[src/rtl/fifo_burst_reader_if.sv]
// ---------------------------------------------------------------------------
// fifo_burst_reader_if
//   Groups the signals that connect the burst reader to its environment:
//   the read side of a StreamingFIFO (occupancy, data, valid, pop) and the
//   downstream AXI-Stream sink (data, valid, ready, last).
//
//   Parameters
//     WIDTH  data width in bits
//     CNT_W  width of the FIFO occupancy count
//
//   Modports
//     slave  : the burst reader itself (reads count/in0, drives in0 ready
//              and the out_* stream)
//     master : the surrounding FIFO + downstream sink (or a testbench)
// ---------------------------------------------------------------------------
interface fifo_burst_reader_if #(
  parameter int WIDTH = 8,
  parameter int CNT_W = 13
);
  logic [CNT_W-1:0] count;
  logic [WIDTH-1:0] in0_V_V_TDATA;
  logic             in0_V_V_TVALID;
  logic             in0_V_V_TREADY;
  logic [WIDTH-1:0] out_V_V_TDATA;
  logic             out_V_V_TVALID;
  logic             out_V_V_TREADY;
  logic             out_V_V_TLAST;

  modport slave (
    input  count,
    input  in0_V_V_TDATA,
    input  in0_V_V_TVALID,
    output in0_V_V_TREADY,
    output out_V_V_TDATA,
    output out_V_V_TVALID,
    output out_V_V_TLAST,
    input  out_V_V_TREADY
  );

  modport master (
    output count,
    output in0_V_V_TDATA,
    output in0_V_V_TVALID,
    input  in0_V_V_TREADY,
    input  out_V_V_TDATA,
    input  out_V_V_TVALID,
    input  out_V_V_TLAST,
    output out_V_V_TREADY
  );
endinterface

[src/rtl/fifo_burst_reader.sv]
// ---------------------------------------------------------------------------
// fifo_burst_reader
//   Read-side companion to a StreamingFIFO. Waits until a full burst of
//   BURST_LEN words is resident (FIFO `count`), then pops exactly that many
//   words and forwards them through a registered AXI-Stream stage, marking
//   the final beat with TLAST. If a partial burst sits idle for TIMEOUT
//   cycles it is flushed as a shorter burst so tail data cannot strand.
//
//   Parameters
//     WIDTH      data width in bits
//     CNT_W      width of the FIFO count input
//     BURST_LEN  beats per full burst (1 .. 2^CNT_W-1)
//     TIMEOUT    idle cycles with 0 < count < BURST_LEN before a flush;
//                0 disables flushing
//
//   Ports
//     ap_clk     clock, rising edge
//     ap_rst_n   asynchronous active-low reset
//     bus        fifo_burst_reader_if.slave: count, in0_V_V_* (FIFO read
//                side, TREADY is the pop), out_V_V_* (registered stream)
//     burst_cnt  (stats build only) accepted TLAST beats of full bursts
//     flush_cnt  (stats build only) accepted TLAST beats of flushed bursts
//
//   Optional feature macro: FIFO_BURST_READER_STATS_EN adds the saturating
//   burst_cnt / flush_cnt outputs. Without it the block is otherwise
//   identical.
// ---------------------------------------------------------------------------
module fifo_burst_reader #(
  parameter int WIDTH     = 8,
  parameter int CNT_W     = 13,
  parameter int BURST_LEN = 64,
  parameter int TIMEOUT   = 1024
) (
  input  logic               ap_clk,
  input  logic               ap_rst_n,
  fifo_burst_reader_if.slave bus
`ifdef FIFO_BURST_READER_STATS_EN
  ,
  output logic [31:0]        burst_cnt,
  output logic [31:0]        flush_cnt
`endif
);

  // A zero-width timer is illegal, so keep one bit when flushing is off.
  localparam int TMR_W = (TIMEOUT > 0) ? $clog2(TIMEOUT + 1) : 1;
  localparam logic [CNT_W-1:0] BURST_LEN_C = CNT_W'(BURST_LEN);
  localparam logic [TMR_W-1:0] TMR_LAST    = (TIMEOUT > 0) ? TMR_W'(TIMEOUT - 1) : '0;

  typedef enum logic [1:0] {
    IDLE = 2'd0,
    RUN  = 2'd1,
    GAP  = 2'd2
  } state_t;

  state_t           state;
  state_t           state_nxt;
  logic [CNT_W-1:0] beats_left;
  logic [TMR_W-1:0] timer;
  logic [WIDTH-1:0] out_data;
  logic             out_valid;
  logic             out_last;
  logic             in0_ready;

  logic full_avail;
  logic part_avail;
  logic timer_hit;
  logic start_full;
  logic start_flush;
  logic pop;
  logic out_accept;
  logic last_accept;

  // count is only trusted in IDLE; these terms are gated by state below.
  assign full_avail  = (bus.count >= BURST_LEN_C);
  assign part_avail  = (TIMEOUT > 0) && (bus.count != '0);
  assign timer_hit   = part_avail && (timer == TMR_LAST);
  // A full burst wins over a timeout expiring in the same cycle.
  assign start_full  = (state == IDLE) && full_avail;
  assign start_flush = (state == IDLE) && !full_avail && timer_hit;
  assign pop         = bus.in0_V_V_TVALID && in0_ready;
  assign out_accept  = out_valid && bus.out_V_V_TREADY;
  assign last_accept = (state == RUN) && out_accept && out_last;

  assign bus.in0_V_V_TREADY = in0_ready;
  assign bus.out_V_V_TDATA  = out_data;
  assign bus.out_V_V_TVALID = out_valid;
  assign bus.out_V_V_TLAST  = out_last;

  // ---------------------------------------------------------------- FSM ---
  // NOTE: sequential state uses non-blocking (<=) so every flop samples the
  // pre-edge values of the others, independent of process ordering.
  always_ff @(posedge ap_clk or negedge ap_rst_n) begin
    if (!ap_rst_n) state <= IDLE;
    else           state <= state_nxt;
  end

  always_comb begin
    // NOTE: assign a default before the case so no path leaves the signal
    // unassigned, which would otherwise infer a latch.
    state_nxt = state;
    case (state)
      IDLE:    if (start_full || start_flush) state_nxt = RUN;
      RUN:     if (last_accept) state_nxt = GAP;
      GAP:     state_nxt = IDLE;
      default: state_nxt = IDLE;
    endcase
  end

  // Pop only while beats remain and the output register is free or being
  // drained this cycle; this gives 1 beat/cycle with no bubble.
  always_comb begin
    in0_ready = 1'b0;
    if (state == RUN) in0_ready = (beats_left != '0) && (!out_valid || bus.out_V_V_TREADY);
  end

  // ------------------------------------------------------ idle timer ---
  // Counts consecutive IDLE cycles holding a partial burst. It stops at
  // TMR_LAST because that is the cycle the flush starts and clears it.
  always_ff @(posedge ap_clk or negedge ap_rst_n) begin
    if (!ap_rst_n) begin
      timer <= '0;
    end else if ((state == IDLE) && part_avail && !full_avail && !timer_hit) begin
      timer <= timer + TMR_W'(1);
    end else begin
      timer <= '0;
    end
  end

  // ------------------------------------------ burst length / output stage ---
  always_ff @(posedge ap_clk or negedge ap_rst_n) begin
    if (!ap_rst_n) begin
      beats_left <= '0;
      out_data   <= '0;
      out_valid  <= 1'b0;
      out_last   <= 1'b0;
    end else begin
      if (start_full)       beats_left <= BURST_LEN_C;
      else if (start_flush) beats_left <= bus.count;
      else if (pop)         beats_left <= beats_left - CNT_W'(1);

      if (pop) begin
        out_data  <= bus.in0_V_V_TDATA;
        out_valid <= 1'b1;
        out_last  <= (beats_left == CNT_W'(1));
      end else if (out_accept) begin
        out_valid <= 1'b0;
        out_last  <= 1'b0;
      end
    end
  end

`ifdef FIFO_BURST_READER_STATS_EN
  // ------------------------------------------------------------ stats ---
  logic burst_is_flush;

  always_ff @(posedge ap_clk or negedge ap_rst_n) begin
    if (!ap_rst_n) begin
      burst_is_flush <= 1'b0;
      burst_cnt      <= '0;
      flush_cnt      <= '0;
    end else begin
      if (start_full)       burst_is_flush <= 1'b0;
      else if (start_flush) burst_is_flush <= 1'b1;

      if (last_accept) begin
        if (burst_is_flush) begin
          if (flush_cnt != '1) flush_cnt <= flush_cnt + 32'd1;
        end else begin
          if (burst_cnt != '1) burst_cnt <= burst_cnt + 32'd1;
        end
      end
    end
  end
`endif

endmodule

[src/flat_wrapper.sv]
// flat-port wrapper written by rule: the top's interface ports become plain ports
module fifo_burst_reader_flat 
#(
  parameter int WIDTH     = 8,
  parameter int CNT_W     = 13,
  parameter int BURST_LEN = 64,
  parameter int TIMEOUT   = 1024
)
  (ap_clk, ap_rst_n, bus_count, bus_in0_V_V_TDATA, bus_in0_V_V_TVALID, bus_in0_V_V_TREADY, bus_out_V_V_TDATA, bus_out_V_V_TVALID, bus_out_V_V_TLAST, bus_out_V_V_TREADY);
  fifo_burst_reader_if #(.WIDTH(WIDTH), .CNT_W(CNT_W)) bus_i ();
  input  logic ap_clk;
  input  logic ap_rst_n;
  input wire logic [$bits(bus_i.count)-1:0] bus_count;
  input wire logic [$bits(bus_i.in0_V_V_TDATA)-1:0] bus_in0_V_V_TDATA;
  input wire logic [$bits(bus_i.in0_V_V_TVALID)-1:0] bus_in0_V_V_TVALID;
  output wire logic [$bits(bus_i.in0_V_V_TREADY)-1:0] bus_in0_V_V_TREADY;
  output wire logic [$bits(bus_i.out_V_V_TDATA)-1:0] bus_out_V_V_TDATA;
  output wire logic [$bits(bus_i.out_V_V_TVALID)-1:0] bus_out_V_V_TVALID;
  output wire logic [$bits(bus_i.out_V_V_TLAST)-1:0] bus_out_V_V_TLAST;
  input wire logic [$bits(bus_i.out_V_V_TREADY)-1:0] bus_out_V_V_TREADY;
  assign bus_i.count = bus_count;
  assign bus_i.in0_V_V_TDATA = bus_in0_V_V_TDATA;
  assign bus_i.in0_V_V_TVALID = bus_in0_V_V_TVALID;
  assign bus_in0_V_V_TREADY = bus_i.in0_V_V_TREADY;
  assign bus_out_V_V_TDATA = bus_i.out_V_V_TDATA;
  assign bus_out_V_V_TVALID = bus_i.out_V_V_TVALID;
  assign bus_out_V_V_TLAST = bus_i.out_V_V_TLAST;
  assign bus_i.out_V_V_TREADY = bus_out_V_V_TREADY;
  fifo_burst_reader #(.WIDTH(WIDTH), .CNT_W(CNT_W), .BURST_LEN(BURST_LEN), .TIMEOUT(TIMEOUT)) u_core (.ap_clk(ap_clk), .ap_rst_n(ap_rst_n), .bus(bus_i));
endmodule
[config.mk]
export PLATFORM = sky130hd
export DESIGN_NAME = fifo_burst_reader_flat
export DESIGN_NICKNAME = d
export VERILOG_FILES = /design/src/rtl/fifo_burst_reader_if.sv /design/src/rtl/fifo_burst_reader.sv /design/src/flat_wrapper.sv
export SDC_FILE = /design/constraint.sdc
export NUM_CORES = 1
export LEC_CHECK = 0
export ABC_AREA = 1
export BUFFER_PORTS_ARGS = -buffer_cell sky130_fd_sc_hd__buf_4
export CAP_MARGIN = 20
export CORE_ASPECT_RATIO = 0.6
export CORE_MARGIN = 5
export CORE_UTILIZATION = 40
export CTS_CLUSTER_SIZE = 12
export DETAILED_ROUTE_END_ITERATION = 16
export GPL_TIMING_DRIVEN = 0
export PLACE_DENSITY = 0.65
export SYNTH_ARGS = -nofsm -noshare
export SYNTH_HDL_FRONTEND = slang
export SYNTH_SLANG_ARGS = --single-unit
[constraint.sdc]
create_clock -name ap_clk -period 2.3 [get_ports ap_clk]
set_input_delay 0.115 -clock ap_clk [delete_from_list [all_inputs] [get_ports ap_clk]]
set_output_delay 0.115 -clock ap_clk [all_outputs]
set_load 0.01 [all_outputs]
**Word-level counts from Yosys, hierarchy flattened**

Cells that the tools add are included.

- Flip-flop bits (word level): 36
- Input bits: 25
- Output and inout bits: 11
- Word-level logic and storage cells: 48

- $add $sub $neg: 2
- Order comparisons: 1
- Eq/ne operators: 5
- Multiplexer cells: 11
- Reduce and logical (&&, ||, !) cells: 23

Operators by type and width:

| operator | number |
|---|---|
| $mux W13 | 3 |
| $reduce_bool A13 Y1 | 2 |
| $eq A13 B1 Y1 const B | 1 |
| $ge A13 B7 Y1 const B | 1 |
| $sub A13 B1 Y13 const B | 1 |
| $logic_and A1 B1 Y1 | 12 |
| $add A11 B1 Y11 const B | 1 |
| $eq A11 B10 Y1 const B | 1 |
| $mux W11 | 1 |
| $mux W1 | 4 |
| $mux W2 | 2 |
| $ne A2 B1 Y1 const B | 2 |
| $pmux W2 S2 | 1 |
| $logic_not A1 Y1 | 3 |
| $reduce_bool A3 Y1 | 1 |
| $eq A2 B1 Y1 const B | 1 |
| $logic_not A2 Y1 | 1 |
| $logic_or A1 B1 Y1 | 2 |
| $reduce_and A2 Y1 | 1 |
| $reduce_bool A2 Y1 | 1 |

**Longest topological paths before layout**

Gate-level depths: netlist of the first run.

- Word-level depth: 8
- Mapped depth: 11
- Gate-level depth less buffers: 10

**Worst setup path after synthesis of the first run**

No wires, ideal clock.

- Kind: register -> register
- From: register u_core.timer[0]
- To: register u_core.beats_left[0]
- Library setup time: 0.118 ns
- Arrival time: 1.480 ns
- Data required time: 2.182 ns
- Path slack: 0.703 ns
- Stages on the path, launching flop included: 11
- Path buffers: 2
- Period minus slack after synthesis: 1.597 ns
- Cells stage by stage: dfrtp_1 ha_1 nand2_2 nor2_4 nand2_4 nor2_8 nand3_2 buf_6 buf_6 nand4_1 nand2_1

- Cells in the longest elaborated chain, start to end: 5
- Elaborated cells on any way between the ends: 6
- Classes of those cells: eq/ne: 1; mux: 2; reduce/logical: 3

Ends and longest elaborated chain:

| element | line | source |
|---|---|---|
| start, declared | fifo_burst_reader.sv:58 | `logic [TMR_W-1:0] timer;` |
| start signal, assigned | fifo_burst_reader.sv:123 | `timer <= timer + TMR_W'(1);` |
| $eq A11 B10 Y1 * | fifo_burst_reader.sv:76 | `assign timer_hit = part_avail && (timer == TMR_LAST);` |
| $logic_and A1 B1 Y1 * | fifo_burst_reader.sv:76 |  |
| $logic_and A1 B1 Y1 * | fifo_burst_reader.sv:79 | `assign start_flush = (state == IDLE) && !full_avail && timer_hit;` |
| $mux W13 | fifo_burst_reader.sv:138 | `else if (start_flush) beats_left <= bus.count;` |
| $mux W13 | fifo_burst_reader.sv:137 | `if (start_full) beats_left <= BURST_LEN_C;` |
| end signal, assigned | fifo_burst_reader.sv:138 |  |
| end signal, assigned | fifo_burst_reader.sv:139 | `else if (pop) beats_left <= beats_left - CNT_W'(1);` |
| end, declared | fifo_burst_reader.sv:57 | `logic [CNT_W-1:0] beats_left;` |

Mark *: on every way between the ends. The rest lies on a longest branch, timed or not.
A chain may end at the register's enable or synchronous reset.

**Worst setup path after layout of the first run**

- From: register u_core.beats_left[0]
- To: register u_core.beats_left[9]

- Cells in the longest elaborated chain, start to end: 5
- Elaborated cells on any way between the ends: 9
- Classes of those cells: add/sub: 1; mux: 4; reduce/logical: 4

Ends and longest elaborated chain:

| element |
|---|
| branches (longest 5 deep; another with $sub A13 B1 Y13) |

Several ways; the timed one is not identified. The select of a mux whose other input is x is not followed.

==> results of run 1 <==
-- how the worst max path moves through the flow --
stage | end | slack [ps] | cells after the start
2_1_floorplan | u_core.beats_left[0] | 700 | 10
3_3_place_gp | u_core.beats_left[9] | 550 | 9
3_5_place_dp | u_core.beats_left[9] | 540 | 9
4_1_cts | u_core.beats_left[9] | 530 | 9
5_1_grt | u_core.bus.out_V_V_TDATA[6] | 330 | 9
6_report | u_core.beats_left[9] | 540 | 9
-- stage by stage --
step	setup WS (ps)	hold WS [ps]	power (mW)	utilization (%)
after detailed placement	538	110	2.16	48.8
final	543	18.0	2.64	50.9
after floorplan	703	-181	1.79	-
after global routing	333	14.1	2.90	50.9
after global placement	555	110	2.14	48.8
after CTS	530	16.3	2.66	50.9
-- placed cells by master, fill, tap and decap left out, types with 6 or more instances in the layout --
cell,instances
buf_4,37
clkbuf_8,7
dfrtp_1,36
inv_1,17
inv_2,6
nand2_1,90
nand3_1,14
nand4_1,20
nor2_1,32
nor2_2,14
xor2_1,13
-- sequential cells by signal, indices dropped and copies added (netlist names) --
name	flops
u_core.beats_left	13
u_core.bus.out_V_V_TDATA	8
u_core.bus.out_V_V_TLAST	1
u_core.bus.out_V_V_TVALID	1
u_core.state	2
u_core.timer	11
-- logic make-up after synthesis --
logic type | after synthesis | share of synthesized area, %
and+or+nand+nor | 183 | 40.6
DFF | 36 | 41.3
buffers and inverters | 30 | 6.36
xor gates and xnor gates | 18 | 7.22
AOI/OAI and AO/OA | 6 | 2.24
adders and majority gates | 4 | 2.29
-- per-layer routing --
| metal | global-route usage, % | vias up |
|---|---|---|
| met3 | 2.87 | 7 |
| li1 | - | 965 |
| met4 | 4.58 | 0 |
| met5 | 0 | - |
| met2 | 20.9 | 35 |
| met1 | 22.2 | 844 |
-- timing repair --
item,4_1_cts,5_1_grt
endpoints found under the setup margin,0,0
hold buffers,1,0
endpoints found under the hold margin,36,0
-- cell type report --
type                            instances  area (um^2)
Multi-Input combinational cell        211         1140
Inverter                               23         86.3
Buffer                                  7         52.6
Clock buffer                            7         96.3
Timing Repair Buffer                   36          273
Sequential cell                        36          901
Fill cell                             494         2540
Tap cell                               66         82.6
-- power by group --
| part | total (mW) | switching, mW | leakage, nW | internal [mW] |
|---|---|---|---|---|
| sequential | 0.974 | 0.160 | 0.469 | 0.814 |
| combinational | 1.18 | 0.683 | 0.842 | 0.499 |
| clock | 0.481 | 0.214 | 0.0503 | 0.267 |
| total | 2.64 | 1.06 | 1.36 | 1.58 |
==> qor.csv, run 1 <==
stage;metric;value;unit
run_status;status;finished, final reports clean;
floorplanning;Die H;67.2;um
global_routing;global route total overflow;0;
pwr;leakage;1.36;nW
floorplanning;Core Area;0.00518;mm^2
synthesis;Yosys warning count;0;
route;top sig layer;met4;
synthesis;synth unique cells;29;
route;DR WL/cell;12.3;um
finish;share of layout cells above drive strength 1;25.0;%
route;Met1 Wirelength;2600;um
global_routing;largest net degree at the start of global routing;37;
synthesis;syn avg cell area;7.88;um^2
synthesis;Main synth FF type;dfrtp_1;
finish;antenna diode count;0;
worst_setup_path;CP Cell Sequence;inv_1 > ha_1 > nor3b_1 > nand3_2 > nand3_4 > inv_2 > buf_2 > nand3_1 > nand2_1;
worst_hold_path;hold depth;2;
timing;RSZ-0062 raised after global routing;false;
place;Placed Cells;378;
synthesis;Mapped Cells;277;
timing;final setup TNS;0;ps
clocking;CTS buffer count;5;
worst_setup_path;Critical Path Max Stage Delay;410;ps
job;max-cap violation count;0;
clocking;clk sinks;36;
worst_hold_path;Hold EP;u_core.bus.out_V_V_TVALID;
worst_setup_path;Buf/Inv on CP;3;
place;port bufs;35;
clocking;Clock Path Buffers;2;
worst_setup_path;crit path capture type;register;
route;DR vias/cell;4.80;
floorplanning;Initial Util;42.1;%
timing;Final Max Tran Viols;0;
timing;worst-margin pin slew;538;ps
clocking;Clk Latency, worst-skew pair;280;ps
synthesis;Netlist Area Pre-Place;0.00218;mm^2
finish;P&R area growth vs syn;20.7;%
worst_setup_path;Worst Path Required;2470;ps
timing;final critical-path required period;1760;ps
place;post-DP HPWL;3630;um
clocking;post-CTS setup buffers;0;
worst_hold_path;Min-Delay Path Class;in2reg;
route;Post-DRT Antenna Nets;0;
synthesis;Post-synth EDFFs;0;
synthesis;Yosys top cell area share;41.3;%
place;Cell Area, Placed;0.00253;mm^2
timing;Tcrit/Tclk final;76.4;%
timing;Clock Skews;6.60;ps
synthesis;Seq/Total Area, Yosys;41.3;%
floorplanning;area of the die;0.00708;mm^2
global_routing;first-pass GRT wire length;8340;um
worst_setup_path;Crit Path Class;reg2reg;
route;initial drt markers;101;
global_routing;vias in the first global route;1745;
worst_hold_path;Hold Path Origin;bus_out_V_V_TREADY;
synthesis;#FFs+latches synth;36;
worst_setup_path;RR Startpoint;u_core.beats_left[0];
timing;headroom to the max-slew limit;64.1;%
synthesis;Post-synth ARST share;100;%
clocking;root buf cell;clkbuf_8;
worst_setup_path;Top delay family on crit path;simple AND/OR/NAND/NOR gates;
route;drt pass-1 iters;4;
clocking;CTS resizes;0;
synthesis;commonest cells in the netlist;nand2_1 (90), dfrtp_1 (36), nor2_1 (32);
timing;final hold vios;0;
route;met2 WL post-DR;1940;um
finish;Final Non-Filler Cells;386;
route;routed vias;1851;
clocking;CTS tree;built;
synthesis;most common cell in the synthesized netlist;nand2_1;
place;routability cong.;0.823;
global_routing;Total GRT Usage;14.7;%
worst_setup_path;Max FO, Critical Path;10;
finish;Final Net Count;349;
clocking;htree depth;2;
worst_setup_path;R2R setup slack;540;ps
pwr;power density over the cells;1000;mW/mm^2
pwr;Max VDD drop;0.478;mV
worst_setup_path;worst r2r path cells;9;
worst_setup_path;crit path DAT;1930;ps
route;routed wire length;4740;um
worst_setup_path;crit path launch type;register;
floorplanning;io pins;36;
clocking;clk slew on worst S/H paths;70;ps
synthesis;leading post-synthesis cells by cell area;dfrtp_1 (41%), nand2_1 (15%), nand4_1 (5.7%);
timing;fmax;569;MHz
synthesis;Mapped Nets;306;
global_routing;antenna violations before repair;0;
floorplanning;row cnt;20;
timing;Final Setup Violations;0;
worst_setup_path;cell with the largest stage delay on the worst path;dfrtp_1;
worst_setup_path;worst setup path startpoint;u_core.beats_left[0];
synthesis;cell taking the most area after synthesis;dfrtp_1;
worst_setup_path;FF-to-FF End;u_core.beats_left[9];
route;met3 routed WL;158;um
route;drc violations;0;
finish;Final Cell Area;0.00264;mm^2
floorplanning;Die Wd;105;um
No activity file was read; power rests on OpenSTA's default activity.
==> run 2: changes to the inputs <==
--- a/config.mk
+++ b/config.mk
@@ -5,7 +5,7 @@
 export SDC_FILE = /design/constraint.sdc
 export NUM_CORES = 1
 export LEC_CHECK = 0
-export ABC_AREA = 1
+export ABC_AREA = 0
 export BUFFER_PORTS_ARGS = -buffer_cell sky130_fd_sc_hd__buf_4
 export CAP_MARGIN = 20
 export CORE_ASPECT_RATIO = 0.6
@@ -14,7 +14,7 @@
 export CTS_CLUSTER_SIZE = 12
 export DETAILED_ROUTE_END_ITERATION = 16
 export GPL_TIMING_DRIVEN = 0
-export PLACE_DENSITY = 0.65
+export PLACE_DENSITY = 0.66
 export SYNTH_ARGS = -nofsm -noshare
 export SYNTH_HDL_FRONTEND = slang
 export SYNTH_SLANG_ARGS = --single-unit
==> constraint.sdc (replaced) <==
create_clock -name ap_clk -period 1.8 [get_ports ap_clk]
set_input_delay 0.09 -clock ap_clk [delete_from_list [all_inputs] [get_ports ap_clk]]
set_output_delay 0.09 -clock ap_clk [all_outputs]
set_load 0.01 [all_outputs]
==> qor.csv, run 2 <==
stage;metric;value;unit;change
run_status;status;finished, final reports clean;;
synthesis;commonest cells in the netlist;nand2_1 (39), dfrtp_1 (36), nor2_1 (21);;
pwr;combinational share of power;39.6;%;-5.2 points
timing;Clock Skews;6.31;ps;-0.290 ps
pwr;Seq pwr share;40.9;%;+4.0 points
timing;smallest hold slack;67.4;ps;+49.3 ps
pwr;Net Sw Frac;36.0;%;-4.2 points
floorplanning;row cnt;19;;-5.0%
floorplanning;Initial Util;40.9;%;-1.3 points
synthesis;#FFs+latches synth;36;;unchanged
synthesis;Main synth FF type;dfrtp_1;;
synthesis;Netlist Area Pre-Place;0.00185;mm^2;-15%
global_routing;global route total overflow;0;;unchanged
clocking;htree depth;2;;unchanged
worst_setup_path;Max FO, Critical Path;5;;-5
floorplanning;area of the die;0.00612;mm^2;-14%
worst_hold_path;Min-Delay Path Class;in2reg;;
place;post-DP HPWL;3040;um;-16%
place;Placed Cells;290;;-23%
clocking;CTS tree;built;;
route;drt pass-1 iters;4;;unchanged
timing;Final Max Tran Viols;0;;unchanged
synthesis;Yosys warning count;0;;unchanged
worst_setup_path;crit path DAT;1970;ps;+40 ps
timing;final hold vios;0;;unchanged
timing;headroom to the max-slew limit;60.2;%;-3.9 points
synthesis;Synth Area in Compound Gates;9.82;%;+7.6 points
job;max-cap violation count;0;;unchanged
synthesis;synth unique cells;40;;+38%
route;DR vias/cell;5.01;;+4.5%
pwr;sw power;1.08;mW;+2.5%
synthesis;Synth Area in Simple Gates;30.2;%;-10 points
clocking;CTS buffer count;5;;unchanged
synthesis;cell taking the most area after synthesis;dfrtp_1;;
synthesis;Post-Synth XOR/XNOR Area;7.11;%;-0.11 points
synthesis;multiplexer share of the synthesized area;0;%;unchanged
global_routing;M1 GR Usage;22.4;%;+0.15 points
finish;share of layout cells above drive strength 1;28.4;%;+3.4 points
synthesis;Mapped Nets;221;;-28%
timing;Final Setup Violations;0;;unchanged
place;port bufs;35;;unchanged
pwr;Max VDD drop;0.632;mV;+32%
timing;final setup TNS;0;ps;unchanged
clocking;clk slew on worst S/H paths;70;ps;about the same
finish;max reg flops;13;;unchanged
pwr;power density over the cells;1220;mW/mm^2;+22%
floorplanning;Die H;62.6;um;-6.8%
global_routing;Total GRT Usage;14.6;%;-0.069 points
global_routing;M3 GR Usage;4.68;%;+1.8 points
route;initial drt markers;60;;-41%
synthesis;Synth Area in Adders;2.71;%;+0.42 points
timing;RSZ-0062 raised after global routing;true;;
synthesis;Mapped Cells;192;;-31%
floorplanning;Die Wd;97.7;um;-7.3%
clocking;clk sinks;36;;unchanged
synthesis;most common cell in the synthesized netlist;nand2_1;;
finish;P&R area growth vs syn;34.0;%;
global_routing;largest net degree at the start of global routing;37;;unchanged
synthesis;Post-synth EDFFs;0;;unchanged
synthesis;largest family of logic cells by synthesized area;simple AND/OR/NAND/NOR gates;;
place;routability cong.;0.813;;-1.2%
pwr;P_int;1.93;mW;+22%
pwr;leakage;1.15;nW;-16%
route;drc violations;0;;unchanged
floorplanning;io pins;36;;unchanged
synthesis;Seq/Total Area, Yosys;48.8;%;+7.5 points
clocking;Clk Latency, worst-skew pair;280;ps;about the same
finish;Final Cell Area;0.00247;mm^2;-6.1%
clocking;Clock Path Buffers;2;;unchanged
route;Post-DRT Antenna Nets;0;;unchanged
synthesis;Post-synth ARST share;100;%;unchanged
route;routed vias;1568;;-15%
global_routing;antenna violations before repair;0;;unchanged
global_routing;GRT busiest layer;met1;;
worst_setup_path;Worst Path Required;1970;ps;-500 ps
place;Cell Area, Placed;0.00219;mm^2;-13%
timing;worst-margin pin slew;593;ps;+55.3 ps
pwr;clock power share;19.5;%;+1.3 points
timing;final critical-path required period;1800;ps;+39.9 ps
synthesis;Yosys top cell area share;48.8;%;+7.5 points
worst_setup_path;crit path capture type;register;;
global_routing;vias in the first global route;1486;;-15%
finish;largest reg by FF count;u_core.beats_left;;
floorplanning;Core Area;0.00452;mm^2;-13%
route;DR WL/cell;13.8;um;+13%
clocking;root buf cell;clkbuf_8;;
finish;Final Net Count;278;;-20%
worst_setup_path;crit path launch type;register;;
timing;Tcrit/Tclk final;99.8;%;+23 points
route;routed wire length;4320;um;-8.7%
finish;Final Non-Filler Cells;313;;-19%
synthesis;syn avg cell area;9.62;um^2;+22%
worst_setup_path;Crit Path Class;reg2reg;;
finish;antenna diode count;0;;unchanged
finish;most frequent cells in the layout;buf_4 (41), nand2_1 (39), dfrtp_1 (32), nor2_1 (21), nand3_1 (12);;
timing;fmax;556;MHz;-2.2%
synthesis;leading post-synthesis cells by cell area;dfrtp_1 (49%), nand2_1 (7.9%), xor2_1 (5.2%);;
global_routing;M2 GR Usage;20.1;%;-0.82 points
finish;commonest non-fill, non-tap cell in the layout;buf_4;;
global_routing;first-pass GRT wire length;7320;um;-12%
[run 2: cell types whose count changed in the layout (fill, tap and decap cells not counted), moves of 4 or more]
cell           change
dfrtp_1            -4
a21oi_1            +5
buf_4              +4
inv_2              -6
dlygate4sd3_1      +8
nor2_1            -11
nand4_1           -14
dfrtp_2            +4
nor2_2            -13
nand2_1           -51
and4_1             +4
inv_1             -14
[run 2: layout make-up]
| cell class | count | area, um^2 |
|---|---|---|
| Buffer | 2 | 12.5 |
| Clock buffer | 6 | 82.6 |
| Clock inverter | 2 | 10.0 |
| Fill cell | 396 | 2040 |
| Inverter | 3 | 11.3 |
| Multi-Input combinational cell | 150 | 965 |
| Sequential cell | 36 | 906 |
| Tap cell | 63 | 78.8 |
| Timing Repair Buffer | 51 | 409 |
[run 2: worst paths after layout]
check	from	to	slack, ps	cells past startpoint
worst max-delay path	u_core.beats_left[5]	u_core.beats_left[12]	3	5
worst min-delay path	bus_count[2]	u_core.beats_left[2]	70	2
worst max register to register	u_core.beats_left[5]	u_core.beats_left[12]	3	5
worst min register to register	u_core.timer[0]	u_core.timer[0]	480	1
max in group asynchronous	ap_rst_n	u_core.beats_left[5]	1160	2
min in group asynchronous	ap_rst_n	u_core.beats_left[1]	290	2
[run 2: metal layers]
metal / share of wire, % / up-vias
li1: - / 785
met1: 51 / 734
met2: 41 / 49
met3: 7.7 / 0
met4: 0 / 0
met5: 0 / -
[run 2: repair_timing]
item,4_1_cts,5_1_grt
setup buffers,2,5
endpoints found under the setup margin,16,34
hold buffers,9,0
hold endpoints to repair,44,0
resized for setup,3,11
pin swaps,3,3
[run 2: cells by family after synthesis]
| family | Yosys count |
|---|---|
| AO/OA/AOI/OAI | 23 |
| AND/OR/NAND/NOR | 108 |
| XOR/XNOR | 15 |
| buffers and inverters | 6 |
| adder cells (fa/ha/maj) | 4 |
| flip-flops | 36 |
[run 2: power by group through the flow]
stage          registers, mW  logic (mW)  clock network, mW
2_1_floorplan           1.23       0.605                  0
3_3_place_gp            1.22       0.986                  0
3_5_place_dp            1.22        1.01                  0
4_1_cts                 1.22        1.06              0.612
5_1_grt                 1.27        1.32              0.645
6_report                1.23        1.19              0.588
[run 2: stage by stage]
stage          util, %  setup slack, ps  power, mW
2_1_floorplan        -              102       1.84
3_3_place_gp      48.4             -204       2.21
3_5_place_dp      48.4             -203       2.23
4_1_cts           53.2             23.1       2.89
5_1_grt           54.8             -110       3.24
6_report          54.8             2.92       3.01
[run 2: critical path, stage by stage (launching register included)]
cell and delay [ps]:
dfrtp_2 430, or4_4 580, a211oi_4 300, nand4b_1 150
xor2_1 180, nor2_2 40
==> run 3: changes to the inputs <==
--- a/config.mk
+++ b/config.mk
@@ -8,7 +8,7 @@
 export ABC_AREA = 0
 export BUFFER_PORTS_ARGS = -buffer_cell sky130_fd_sc_hd__buf_4
 export CAP_MARGIN = 20
-export CORE_ASPECT_RATIO = 0.6
+export CORE_ASPECT_RATIO = 0.5
 export CORE_MARGIN = 5
 export CORE_UTILIZATION = 40
 export CTS_CLUSTER_SIZE = 12
==> qor.csv, run 3 (synthesis results as in run 2) <==
stage;metric;value;unit;change
run_status;status;finished, violations left;;
run_status;failing checks;setup timing;;
job;max-cap violation count;0;;unchanged
place;Placed Cells;284;;-2.1%
finish;Final Non-Filler Cells;305;;-2.6%
route;met3 routed WL;111;um;-67%
worst_setup_path;cell with the largest stage delay on the worst path;dfrtp_1;;
route;drc violations;0;;unchanged
floorplanning;Die H;58.0;um;-7.3%
finish;max reg flops;13;;unchanged
clocking;Clk Latency, worst-skew pair;290;ps;about the same
worst_hold_path;Min-Delay Path Class;in2reg;;
worst_setup_path;Max FO, Critical Path;5;;unchanged
route;initial drt markers;35;;-42%
place;pre-CTS setup slack;-137;ps;+66.6 ps
worst_setup_path;crit path DAT;1990;ps;+20 ps
place;post-DP HPWL;2910;um;-4.1%
finish;FILL cells;399;;+0.76%
timing;final critical-path required period;1820;ps;+19.4 ps
finish;antenna diode count;0;;unchanged
timing;Final Max Tran Viols;0;;unchanged
worst_setup_path;crit path launch type;register;;
floorplanning;area of the die;0.00616;mm^2;+0.62%
worst_setup_path;crit path capture type;register;;
timing;fmax;551;MHz;-1.1%
clocking;htree depth;2;;unchanged
global_routing;antenna violations before repair;0;;unchanged
floorplanning;row cnt;17;;-2
finish;register area;905;um^2;-0.14%
finish;Multi-input gate area;960;um^2;-0.52%
timing;Clock Skews;4.09;ps;-2.22 ps
floorplanning;Core Area;0.00442;mm^2;-2.0%
timing;final hold vios;0;;unchanged
clocking;CTS buffer count;5;;unchanged
clocking;clk slew on worst S/H paths;70;ps;about the same
pwr;leakage;1.12;nW;-2.3%
timing;Final Setup Violations;1;;+1
finish;most frequent cells in the layout;nand2_1 (39), buf_4 (39), dfrtp_1 (33), nor2_1 (21), nand3_1 (12);;
worst_setup_path;Critical Path Max Stage Delay;440;ps;-140 ps
pwr;Max VDD drop;0.477;mV;-24%
place;Cell Area, Placed;0.00218;mm^2;-0.34%
finish;fin util;55.7;%;+0.86 points
floorplanning;io pins;36;;unchanged
clocking;clk sinks;36;;unchanged
finish;P&R area growth vs syn;33.3;%;
place;port bufs;35;;unchanged
worst_setup_path;Buf/Inv on CP;2;;+2
finish;Final Net Count;276;;-0.72%
route;Post-DRT Antenna Nets;0;;unchanged
timing;worst-margin pin slew;636;ps;+42.4 ps
pwr;power density over the cells;1240;mW/mm^2;+2.1%
route;routed vias;1545;;-1.5%
worst_setup_path;Top delay family on crit path;simple AND/OR/NAND/NOR gates;;
timing;RSZ-0062 raised after global routing;true;;
finish;share of layout cells above drive strength 1;27.0;%;-1.4 points
route;routed wire length;4080;um;-5.5%
global_routing;Total GRT Usage;14.0;%;-0.57 points
floorplanning;Initial Util;41.7;%;+0.86 points
timing;Tcrit/Tclk final;101;%;+1.1 points
route;DR vias/cell;5.07;;+1.1%
worst_setup_path;CP Cell Sequence;inv_1 > ha_2 > nand4_1 > buf_4 > nor4b_1 > xnor2_1 > a21oi_1;;
route;DR WL/cell;13.4;um;-3.1%
finish;Final Cell Area;0.00246;mm^2;-0.51%
finish;largest reg by FF count;u_core.beats_left;;
timing;final setup TNS;-16.4;ps;-16.4 ps
worst_setup_path;Crit Path Class;reg2reg;;
route;drt pass-1 iters;4;;unchanged
global_routing;vias in the first global route;1520;;+2.3%
floorplanning;Die Wd;106;um;+8.6%
route;met2 WL post-DR;2050;um;+14%
global_routing;first-pass GRT wire length;6960;um;-5.0%
route;Met1 Wirelength;1890;um;-14%
clocking;CTS tree;built;;
clocking;Clock Path Buffers;2;;unchanged
clocking;root buf cell;clkbuf_8;;
timing;headroom to the max-slew limit;57.3;%;-2.8 points
global_routing;largest net degree at the start of global routing;37;;unchanged
timing;slack of the critical path;-16.4;ps;-19.4 ps
worst_setup_path;Worst Path Required;1970;ps;about the same
route;top sig layer;met4;;
place;routability cong.;0.828;;+1.8%
global_routing;global route total overflow;0;;unchanged
## run 3: layout make-up
cell class	count	area share, %
clock buffer	5	2.79
timing repair buffer	49	16.0
multi-input combinational	150	39.0
tap	57	2.90
clock inverter	3	1.73
buffer	2	0.407
sequential	36	36.7
inverter	3	0.457
## run 3: routing by layer
metal	vias up	track usage, %
met2	13	23.3
met5	-	0
met1	740	18.4
met3	4	3.67
met4	0	3.87
li1	788	-
## run 3: metrics by stage
step | hold WS, ps | power, mW
CTS | 55.8 | 2.98
finish | 60.5 | 3.06
global placement | 75.8 | 2.19
floorplan | -206 | 1.84
detailed placement | 77.5 | 2.22
global route | 61.3 | 3.27
## run 3: repair_timing
item	4_1_cts	5_1_grt
hold buffers	9	0
hold endpoints to repair	44	0
setup endpoints to repair	14	30
buffers inserted	2	3
resized for setup	1	10
pin swaps	3	6
## run 3: worst paths after layout
| path | startpoint | to | slack [ps] | cells after the start |
|---|---|---|---|---|
| max | u_core.beats_left[0] | u_core.beats_left[5] | -20 | 7 |
| min | bus_count[3] | u_core.beats_left[3] | 60 | 2 |
| max reg2reg | u_core.beats_left[0] | u_core.beats_left[5] | -20 | 7 |
| min reg2reg | u_core.bus.out_V_V_TDATA[2] | u_core.bus.out_V_V_TDATA[2] | 480 | 2 |
| max in group asynchronous | ap_rst_n | u_core.beats_left[4] | 1160 | 2 |
| min in group asynchronous | ap_rst_n | u_core.bus.out_V_V_TDATA[3] | 290 | 2 |
## run 3: where the power goes
part	switching (mW)	total [mW]	internal, mW
sequential	0.211	1.23	1.02
clock	0.315	0.725	0.410
combinational	0.543	1.11	0.566
